===== src/rtl/wptr_full_ctrl_pkg.sv =====
// Shared FIFO helpers: pointer width and Gray/binary conversion.
// Conversions work on a 32-bit container; callers size-cast in and out.
package wptr_full_ctrl_pkg;

    localparam int CONV_W        = 32;
    localparam int DEF_ADDR_SIZE = 8;

    // Pointers carry one wrap bit above the memory address.
    function automatic int ptr_width(input int addr_size);
        return addr_size + 1;
    endfunction

    localparam int DEF_PTR_W = ptr_width(DEF_ADDR_SIZE);

    function automatic logic [CONV_W-1:0] bin2gray(input logic [CONV_W-1:0] bin);
        return (bin >> 1) ^ bin;
    endfunction

    function automatic logic [CONV_W-1:0] gray2bin_f(input logic [CONV_W-1:0] gray);
        logic [CONV_W-1:0] bin;
        bin[CONV_W-1] = gray[CONV_W-1];
        for (int i = CONV_W - 2; i >= 0; i--) begin
            bin[i] = bin[i+1] ^ gray[i];
        end
        return bin;
    endfunction

endpackage


===== src/rtl/wptr_full_ctrl_gray2bin.sv =====
// Width-parameterised Gray-to-binary converter, purely combinational.
module gray2bin
    import wptr_full_ctrl_pkg::*;
#(
    parameter int WIDTH = DEF_PTR_W
) (
    input  logic [WIDTH-1:0] gray,
    output logic [WIDTH-1:0] bin
);

    // Zero-extending a Gray code keeps the low bits' binary value intact.
    assign bin = WIDTH'(gray2bin_f(CONV_W'(gray)));

endmodule


===== src/rtl/wptr_full_ctrl.sv =====
// Write-side pointer, full/almost-full, occupancy and sticky overflow
// control for an async FIFO; wq2_rptr arrives already synchronised.
module wptr_full_ctrl
    import wptr_full_ctrl_pkg::*;
#(
    parameter int ADDR_SIZE    = 8,
    parameter int AFULL_THRESH = 2**ADDR_SIZE - 4
) (
    input  logic                   w_clk_i,
    input  logic                   w_rst_i,
    input  logic                   w_inc_i,
    input  logic [ADDR_SIZE:0]     wq2_rptr_i,
    input  logic                   w_ovf_clr_i,
    output logic [ADDR_SIZE:0]     w_ptr_o,
    output logic [ADDR_SIZE-1:0]   w_addr_o,
    output logic                   w_en_o,
    output logic                   w_full_o,
    output logic                   w_afull_o,
    output logic [ADDR_SIZE:0]     w_level_o,
    output logic                   w_ovf_o
);

    localparam int PTR_W = ptr_width(ADDR_SIZE);
    localparam logic [PTR_W-1:0] AFULL_LVL = PTR_W'(AFULL_THRESH);

    logic [PTR_W-1:0] wbin;
    logic [PTR_W-1:0] wgray;
    logic [PTR_W-1:0] wbin_next;
    logic [PTR_W-1:0] wgray_next;
    logic [PTR_W-1:0] rbin;
    logic [PTR_W-1:0] rgray_full;
    logic [PTR_W-1:0] level_next;
    logic             accept;

    gray2bin #(
        .WIDTH (PTR_W)
    ) u_rptr_g2b (
        .gray (wq2_rptr_i),
        .bin  (rbin)
    );

    // Reset gating keeps the memory quiet while the block is held in reset.
    assign accept     = w_inc_i & ~w_full_o & w_rst_i;
    assign w_en_o     = accept;
    assign wbin_next  = wbin + PTR_W'(accept);
    assign wgray_next = PTR_W'(bin2gray(CONV_W'(wbin_next)));
    assign level_next = wbin_next - rbin;

    // Full when the write pointer has lapped the read pointer exactly once.
    assign rgray_full = {~wq2_rptr_i[PTR_W-1:PTR_W-2], wq2_rptr_i[PTR_W-3:0]};

    always_ff @(posedge w_clk_i or negedge w_rst_i) begin
        if (!w_rst_i) begin
            wbin      <= '0;
            wgray     <= '0;
            w_full_o  <= 1'b0;
            w_afull_o <= 1'b0;
            w_level_o <= '0;
            w_ovf_o   <= 1'b0;
        end else begin
            wbin      <= wbin_next;
            wgray     <= wgray_next;
            w_full_o  <= (wgray_next == rgray_full);
            w_afull_o <= (level_next >= AFULL_LVL);
            w_level_o <= level_next;
            if (w_inc_i && w_full_o) begin
                w_ovf_o <= 1'b1;
            end else if (w_ovf_clr_i) begin
                w_ovf_o <= 1'b0;
            end
        end
    end

    assign w_ptr_o  = wgray;
    assign w_addr_o = wbin[ADDR_SIZE-1:0];

endmodule


===== config.mk =====
export PLATFORM = sky130hd
export DESIGN_NAME = wptr_full_ctrl
export DESIGN_NICKNAME = d
export VERILOG_FILES = /design/src/rtl/wptr_full_ctrl_pkg.sv /design/src/rtl/wptr_full_ctrl_gray2bin.sv /design/src/rtl/wptr_full_ctrl.sv
export SDC_FILE = /design/constraint.sdc
export NUM_CORES = 1
export LEC_CHECK = 0
export CORE_MARGIN = 2
export CORE_UTILIZATION = 35
export CTS_CLUSTER_DIAMETER = 200
export DETAILED_ROUTE_END_ITERATION = 12
export PLACE_DENSITY = 0.6
export SKIP_CTS_REPAIR_TIMING = 1
export SLEW_MARGIN = 10
export SYNTH_ARGS = -nofsm -noshare
export SYNTH_HDL_FRONTEND = slang
export SYNTH_HIERARCHICAL = 1
export SYNTH_SLANG_ARGS = --single-unit

===== constraint.sdc =====
create_clock -name w_clk_i -period 3.85 [get_ports w_clk_i]
set_input_delay 0.385 -clock w_clk_i [delete_from_list [all_inputs] [get_ports w_clk_i]]
set_output_delay 0.385 -clock w_clk_i [all_outputs]
set_load 0.03 [all_outputs]

==> results of run 1 <==
[per-layer routing]
metal	share of wire, %	vias up
met5	0	-
met4	1.5	0
met3	4.0	7
met2	47	36
met1	48	671
li1	-	730
[cells by family after synthesis]
family | count (synthesis)
xor+xnor | 41
compound gates | 37
flops | 29
buf+inv | 27
simple gates | 37
fa+ha+maj | 12
[path summary, 6_finish.rpt]
check	slack (ns)	startpoint	cells after the start	endpoint
worst max register to register	0.93	w_full_o	12	w_afull_o
worst min-delay path	0.53	w_rst_i	2	w_ptr_o[2]
max in group asynchronous	3.05	w_rst_i	2	wbin[5]
min in group w_clk_i	0.53	w_full_o	2	w_ovf_o
worst min register to register	0.53	w_full_o	2	w_ovf_o
worst max-delay path	0.58	wq2_rptr_i[8]	12	w_afull_o
[metrics by stage]
step	std cells	instance area, µm²
final	306	2517
after global routing	306	2517
after CTS	306	2517
after detailed placement	298	2437
after global placement	298	2437
after floorplan	183	1908
[Yosys cell counts (all sizes together)]
master,instances
o31a,3
and3,1
and2,1
and3b,2
ha,11
o31ai,1
o211ai,2
or3,1
o22a,1
nor4,1
nand4,3
xnor2,22
o21ai,6
nor2b,2
a21boi,2
a32oi,1
nor3b,1
buf,4
xor2,16
nor3,3
a21o,2
fa,1
a31oi,2
a2111o,1
xnor3,3
o41ai,1
nor2,10
o32ai,1
nand2,5
o21a,5
o32a,1
a21oi,7
o22ai,1
inv,23
dfrtp,29
nand3,7
[layout make-up]
| class | instances | share of cell area (%) |
|---|---|---|
| multi-input cells | 127 | 42.30 |
| well taps | 70 | 3.479 |
| inverters | 23 | 3.429 |
| flip-flops and latches | 29 | 28.83 |
| clock buffers | 8 | 3.181 |
| repair buffers | 49 | 18.79 |
[power groups by stage]
stage,sequential [mW],clock [mW],combinational [mW]
2_1_floorplan,0.739,0,0.693
3_3_place_gp,0.546,0,1.31
3_5_place_dp,0.543,0,1.31
4_1_cts,0.539,0.251,1.32
5_1_grt,0.559,0.262,1.44
6_report,0.540,0.240,1.30
[sequential cells by signal, summed over array words and instances, names as in the netlist]
name,count
w_full_o,1
w_afull_o,1
w_ovf_o,1
w_ptr_o,8
wbin,9
w_level_o,9
[worst register-to-register path, delay by kind of cell (launching register included)]
family	cells	cell delay, ns
DFF	1	0.39
AOI/OAI and AO/OA	5	0.98
and+or+nand+nor	3	0.49
xor gates and xnor gates	1	0.22
buffers and inverters	1	0.08
adders and majority gates	2	0.67
[layout by cell type (no fill, tap or decap), types with 3 or more instances in the layout]
cell / n
a21oi_1: 7
buf_4: 7
clkbuf_1: 3
clkbuf_8: 5
clkdlybuf4s50_1: 42
dfrtp_1: 29
ha_1: 11
inv_1: 23
nand2_1: 4
nand3_1: 6
nor2_1: 8
o21a_1: 5
o21ai_0: 6
o31a_1: 3
xnor2_1: 21
xor2_1: 15
==> impl_metrics.env, run 1 <==
export IMPL_antenna_found_initial=0
export IMPL_io_buffer_count=42
export IMPL_crit_required_ns=4.04
export IMPL_synth_nets=208
export IMPL_path_buf_inv=2
export IMPL_synth_compound_area_share_pct=13.51
export IMPL_cts_buffer_depth=2
export IMPL_ant_nets=0
export IMPL_dp_slack_ns=0.2776
export IMPL_min_period_ns=3.268
export IMPL_grt_pass1_vias=1503
export IMPL_die_area_mm2=0.006058
export IMPL_slew_viol_final=0
export IMPL_tightest_slew_ns=0.4975
export IMPL_cts_clk_slew_worst_paths_ns=0.06
export IMPL_fin_skew_ns=0.003682
export IMPL_area_growth_pct=31.93
export IMPL_use_met3_pct=3.256
export IMPL_setup_ws_ns=0.5818
export IMPL_drtIter0Drc=31
export IMPL_fill_cells=495
export IMPL_cts_root_buf="clkbuf_8"
export IMPL_hpwl_um=3113
export IMPL_grt_pass1_wl_um=7010
export IMPL_wirelength_um=3973
export IMPL_ys_types=48
export IMPL_seqPwrFrac_pct=26.0
export IMPL_clockPowerShare_pct=11.6
export IMPL_place_congestion=0.7774
export IMPL_drive_gt1_share_pct=10.17
export IMPL_critPathSlowestCell="clkdlybuf4s50_1"
export IMPL_synthAdderAreaFrac_pct=8.262
export IMPL_synth_area_mm2=0.001908
export IMPL_start_util_pct=36.89
export IMPL_synth_simple_area_share_pct=12.20
export IMPL_hold_class="in2async"
export IMPL_status="complete, no violations"
export IMPL_rows=26
export IMPL_leakagePower_nw=1.111
export IMPL_period_share_pct=84.89
export IMPL_max_vdd_ir_drop_mv=0.4555
export IMPL_fin_util_pct=48.67
export IMPL_grt_busiest_layer="met2"
export IMPL_io_pins=43
export IMPL_wl_per_cell_um=12.98
export IMPL_p_comb_share_pct=62.4
export IMPL_synth_xor_area_share_pct=21.84
export IMPL_fin_nets=260
export IMPL_cellInternalPower_mw=1.144
export IMPL_yosysTopAreaCellShare_pct=38.03
export IMPL_maxCapViolations=0
export IMPL_overflow=0
export IMPL_synthCells=183
export IMPL_worstSkewPairLatency_ns=0.28
export IMPL_yosysSeqAreaShare_pct=38.03
export IMPL_die_y_um=77.84
export IMPL_p_sw_share_pct=44.92
export IMPL_vias=1444
export IMPL_p_sw_mw=0.9331
export IMPL_core_area_mm2=0.005172
export IMPL_path_delay_family="compound AO/OA/AOI/OAI gates"
export IMPL_synth_warning_count=6
export IMPL_worstSetupPathType="in2reg"
export IMPL_grt_max_degree=30
export IMPL_yosysTopAreaCell="dfrtp_1"
export IMPL_finalPower_mw=2.077
export IMPL_synthMuxAreaShare_pct=0
export IMPL_seq_area_um2=725.7
export IMPL_numCtsBuffers=5
export IMPL_crit_fanout=5
export IMPL_vias_per_cell=4.719
export IMPL_critPathMaxStageDelay_ns=0.57
export IMPL_tritoncts="yes"
export IMPL_grt_setup_unrepaired="false"
export IMPL_die_w_um=77.84
export IMPL_worstSetupEndpointType="flip-flop"
export IMPL_max_freq_mhz=306.0
export IMPL_grtUsageMet2_pct=23.62
export IMPL_clock_sinks=29
export IMPL_setup_viol=0
export IMPL_gr_usage_met1_pct=19.44
export IMPL_maxSlewHeadroom_pct=66.84
export IMPL_num_antenna_cells=0
export IMPL_h_tree_depth=2
export IMPL_critPathArrivalTime_ns=3.46
export IMPL_first_pass_iters=4
export IMPL_avgSynthCellArea_um2=10.43
export IMPL_multi_input_area_mm2=0.001065
export IMPL_ys_seq_elements=29
export IMPL_fin_setup_tns_ns=0
export IMPL_worstPathCellList="clkdlybuf4s50_1 -> xnor2_2 -> xnor3_2 -> xor2_1 -> inv_1 -> ha_1 -> nor2b_1 -> o31a_1 -> o31ai_1 -> a21boi_0 -> nand4_1 -> o211ai_1"
export IMPL_cp_start_kind="primary input"
export IMPL_drc=0
export IMPL_hold_viol_final=0
export IMPL_grt_usage_pct=14.72
export IMPL_synth_top_family_by_area="XOR/XNOR gates"
export IMPL_synth_area_leaders="dfrtp_1, xnor2_1, ha_1, xor2_1, inv_1"
export IMPL_cellPowerDensity_mw_per_mm2=825.2
export IMPL_holdWs_ns=0.5288
Note: power is estimated with default switching activity, not from simulation.
==> inputs of run 2 (changes only) <==
==> constraint.sdc (replaced) <==
create_clock -name w_clk_i -period 3.2 [get_ports w_clk_i]
set_input_delay 0.32 -clock w_clk_i [delete_from_list [all_inputs] [get_ports w_clk_i]]
set_output_delay 0.32 -clock w_clk_i [all_outputs]
set_load 0.03 [all_outputs]
==> run 2 against run 1 <==
Global-route usage decreased by 0.18 points. Critical path depth unchanged. Utilization increased by 3.0 points. Total power increased by 29%. Die area unchanged. Sequential share of layout area decreased by 1.7 points. Critical endpoint unchanged. Largest power group unchanged.
==> impl_metrics.env, run 2 (synthesis gave the netlist of run 1 again) <==
export IMPL_vias_per_cell=4.715
export IMPL_cp_start_kind="primary input"
export IMPL_numCtsBuffers=5
export IMPL_io_pins=43
export IMPL_drc=0
export IMPL_final_cell_mix="clkdlybuf4s50_1, dfrtp_1, buf_4, inv_1, xnor2_1"
export IMPL_worstSkewPairLatency_ns=0.28
export IMPL_cts_root_buf="clkbuf_8"
export IMPL_vias=1523
export IMPL_hold_viol_final=0
export IMPL_dp_slack_ns=-0.2464
export IMPL_num_antenna_cells=0
export IMPL_area_growth_pct=40.20
export IMPL_ant_nets=0
export IMPL_min_period_ns=3.034
export IMPL_grt_pass1_wl_um=6955
export IMPL_crit_fanout=5
export IMPL_fin_util_pct=51.72
export IMPL_h_tree_depth=2
export IMPL_setup_ws_ns=0.1656
export IMPL_dpl_cell_count=314
export IMPL_io_buffer_count=42
export IMPL_maxCapViolations=0
export IMPL_crit_required_ns=3.35
export IMPL_multi_input_area_mm2=0.001092
export IMPL_setup_viol=0
export IMPL_drtIter0Drc=53
export IMPL_drive_gt1_share_pct=18.97
export IMPL_cts_clk_slew_worst_paths_ns=0.07
export IMPL_worstSetupEndpointType="flip-flop"
export IMPL_rows=26
export IMPL_worstSetupPathType="in2reg"
export IMPL_finalNonFillerCells=323
export IMPL_slew_viol_final=0
export IMPL_start_util_pct=36.89
export IMPL_cts_buffer_depth=2
export IMPL_grt_max_degree=30
export IMPL_period_share_pct=94.83
export IMPL_hold_class="in2async"
export IMPL_max_freq_mhz=329.6
export IMPL_seq_area_um2=725.7
export IMPL_first_pass_iters=4
export IMPL_place_congestion=0.7784
export IMPL_status="complete, no violations"
export IMPL_grt_usage_pct=14.54
export IMPL_fin_skew_ns=0.007382
export IMPL_fill_cells=485
export IMPL_wirelength_um=4112
export IMPL_tritoncts="yes"
export IMPL_tightest_slew_ns=0.4519
export IMPL_grt_pass1_vias=1475
export IMPL_core_area_mm2=0.005172
export IMPL_die_y_um=77.84
export IMPL_wl_per_cell_um=12.73
export IMPL_antenna_found_initial=0
export IMPL_max_vdd_ir_drop_mv=0.6670
export IMPL_die_area_mm2=0.006058
export IMPL_clock_sinks=29
export IMPL_overflow=0
export IMPL_cellPowerDensity_mw_per_mm2=998.3
export IMPL_hpwl_um=3228
export IMPL_finalPower_mw=2.671
export IMPL_die_w_um=77.84
export IMPL_fin_nets=277
export IMPL_maxSlewHeadroom_pct=69.87
export IMPL_leakagePower_nw=1.205
export IMPL_final_common_cell="clkdlybuf4s50_1"
export IMPL_critPathArrivalTime_ns=3.19
[run 2: cell type report]
type                            instances  share of cell area, %
Multi-Input combinational cell        127                  40.83
Inverter                               23                  3.227
Sequential cell                        29                  27.13
Tap cell                               70                  3.274
Timing Repair Buffer                   66                  22.45
Clock buffer                            6                  2.713
Clock inverter                          2                 0.3742
[run 2: worst max-delay path: stages]
cell	delay, ns
clkdlybuf4s50_1	0.48
xnor2_2	0.25
xnor3_2	0.45
xnor2_1	0.18
inv_1	0.06
ha_1	0.32
nor2b_1	0.16
o31a_1	0.27
o31a_1	0.28
o21ai_1	0.17
a21o_1	0.16
o211ai_1	0.09
[run 2: per-stage QoR]
step | setup TNS, ns | instance area (µm²) | hold WS [ns]
after floorplan | 0 | 1916 | 0.02441
after global placement | -0.1994 | 2565 | 0.5132
after detailed placement | -0.3876 | 2565 | 0.5219
after CTS | 0 | 2648 | 0.4765
after global routing | -0.005622 | 2675 | 0.5146
final | 0 | 2675 | 0.4657
[run 2: power breakdown]
group          total [mW]  leakage, nW  internal [mW]  switching (mW)
clock network       0.288       0.0450          0.150           0.138
registers           0.629        0.348          0.516           0.113
logic                1.75        0.811          0.832           0.922
[run 2: worst paths after layout]
kind	start	slack, ns	cells after the start	end
worst min-delay path	w_rst_i	0.47	2	w_ptr_o[6]
max in group asynchronous	w_rst_i	2.46	2	w_level_o[1]
worst min register to register	w_ovf_o	0.53	2	w_ovf_o
min in group w_clk_i	w_ovf_o	0.53	2	w_ovf_o
worst max-delay path	wq2_rptr_i[5]	0.17	12	w_afull_o
worst max register to register	w_full_o	0.50	11	w_afull_o
[run 2: layer usage]
| layer | wire length (µm) | vias to the layer above | global-route usage (%) |
|---|---|---|---|
| li1 | - | 759 | - |
| met1 | 1857 | 725 | 19.03 |
| met2 | 2024 | 34 | 23.36 |
| met3 | 187 | 5 | 3.721 |
| met4 | 42 | 0 | 4.821 |
| met5 | 0 | - | 0 |
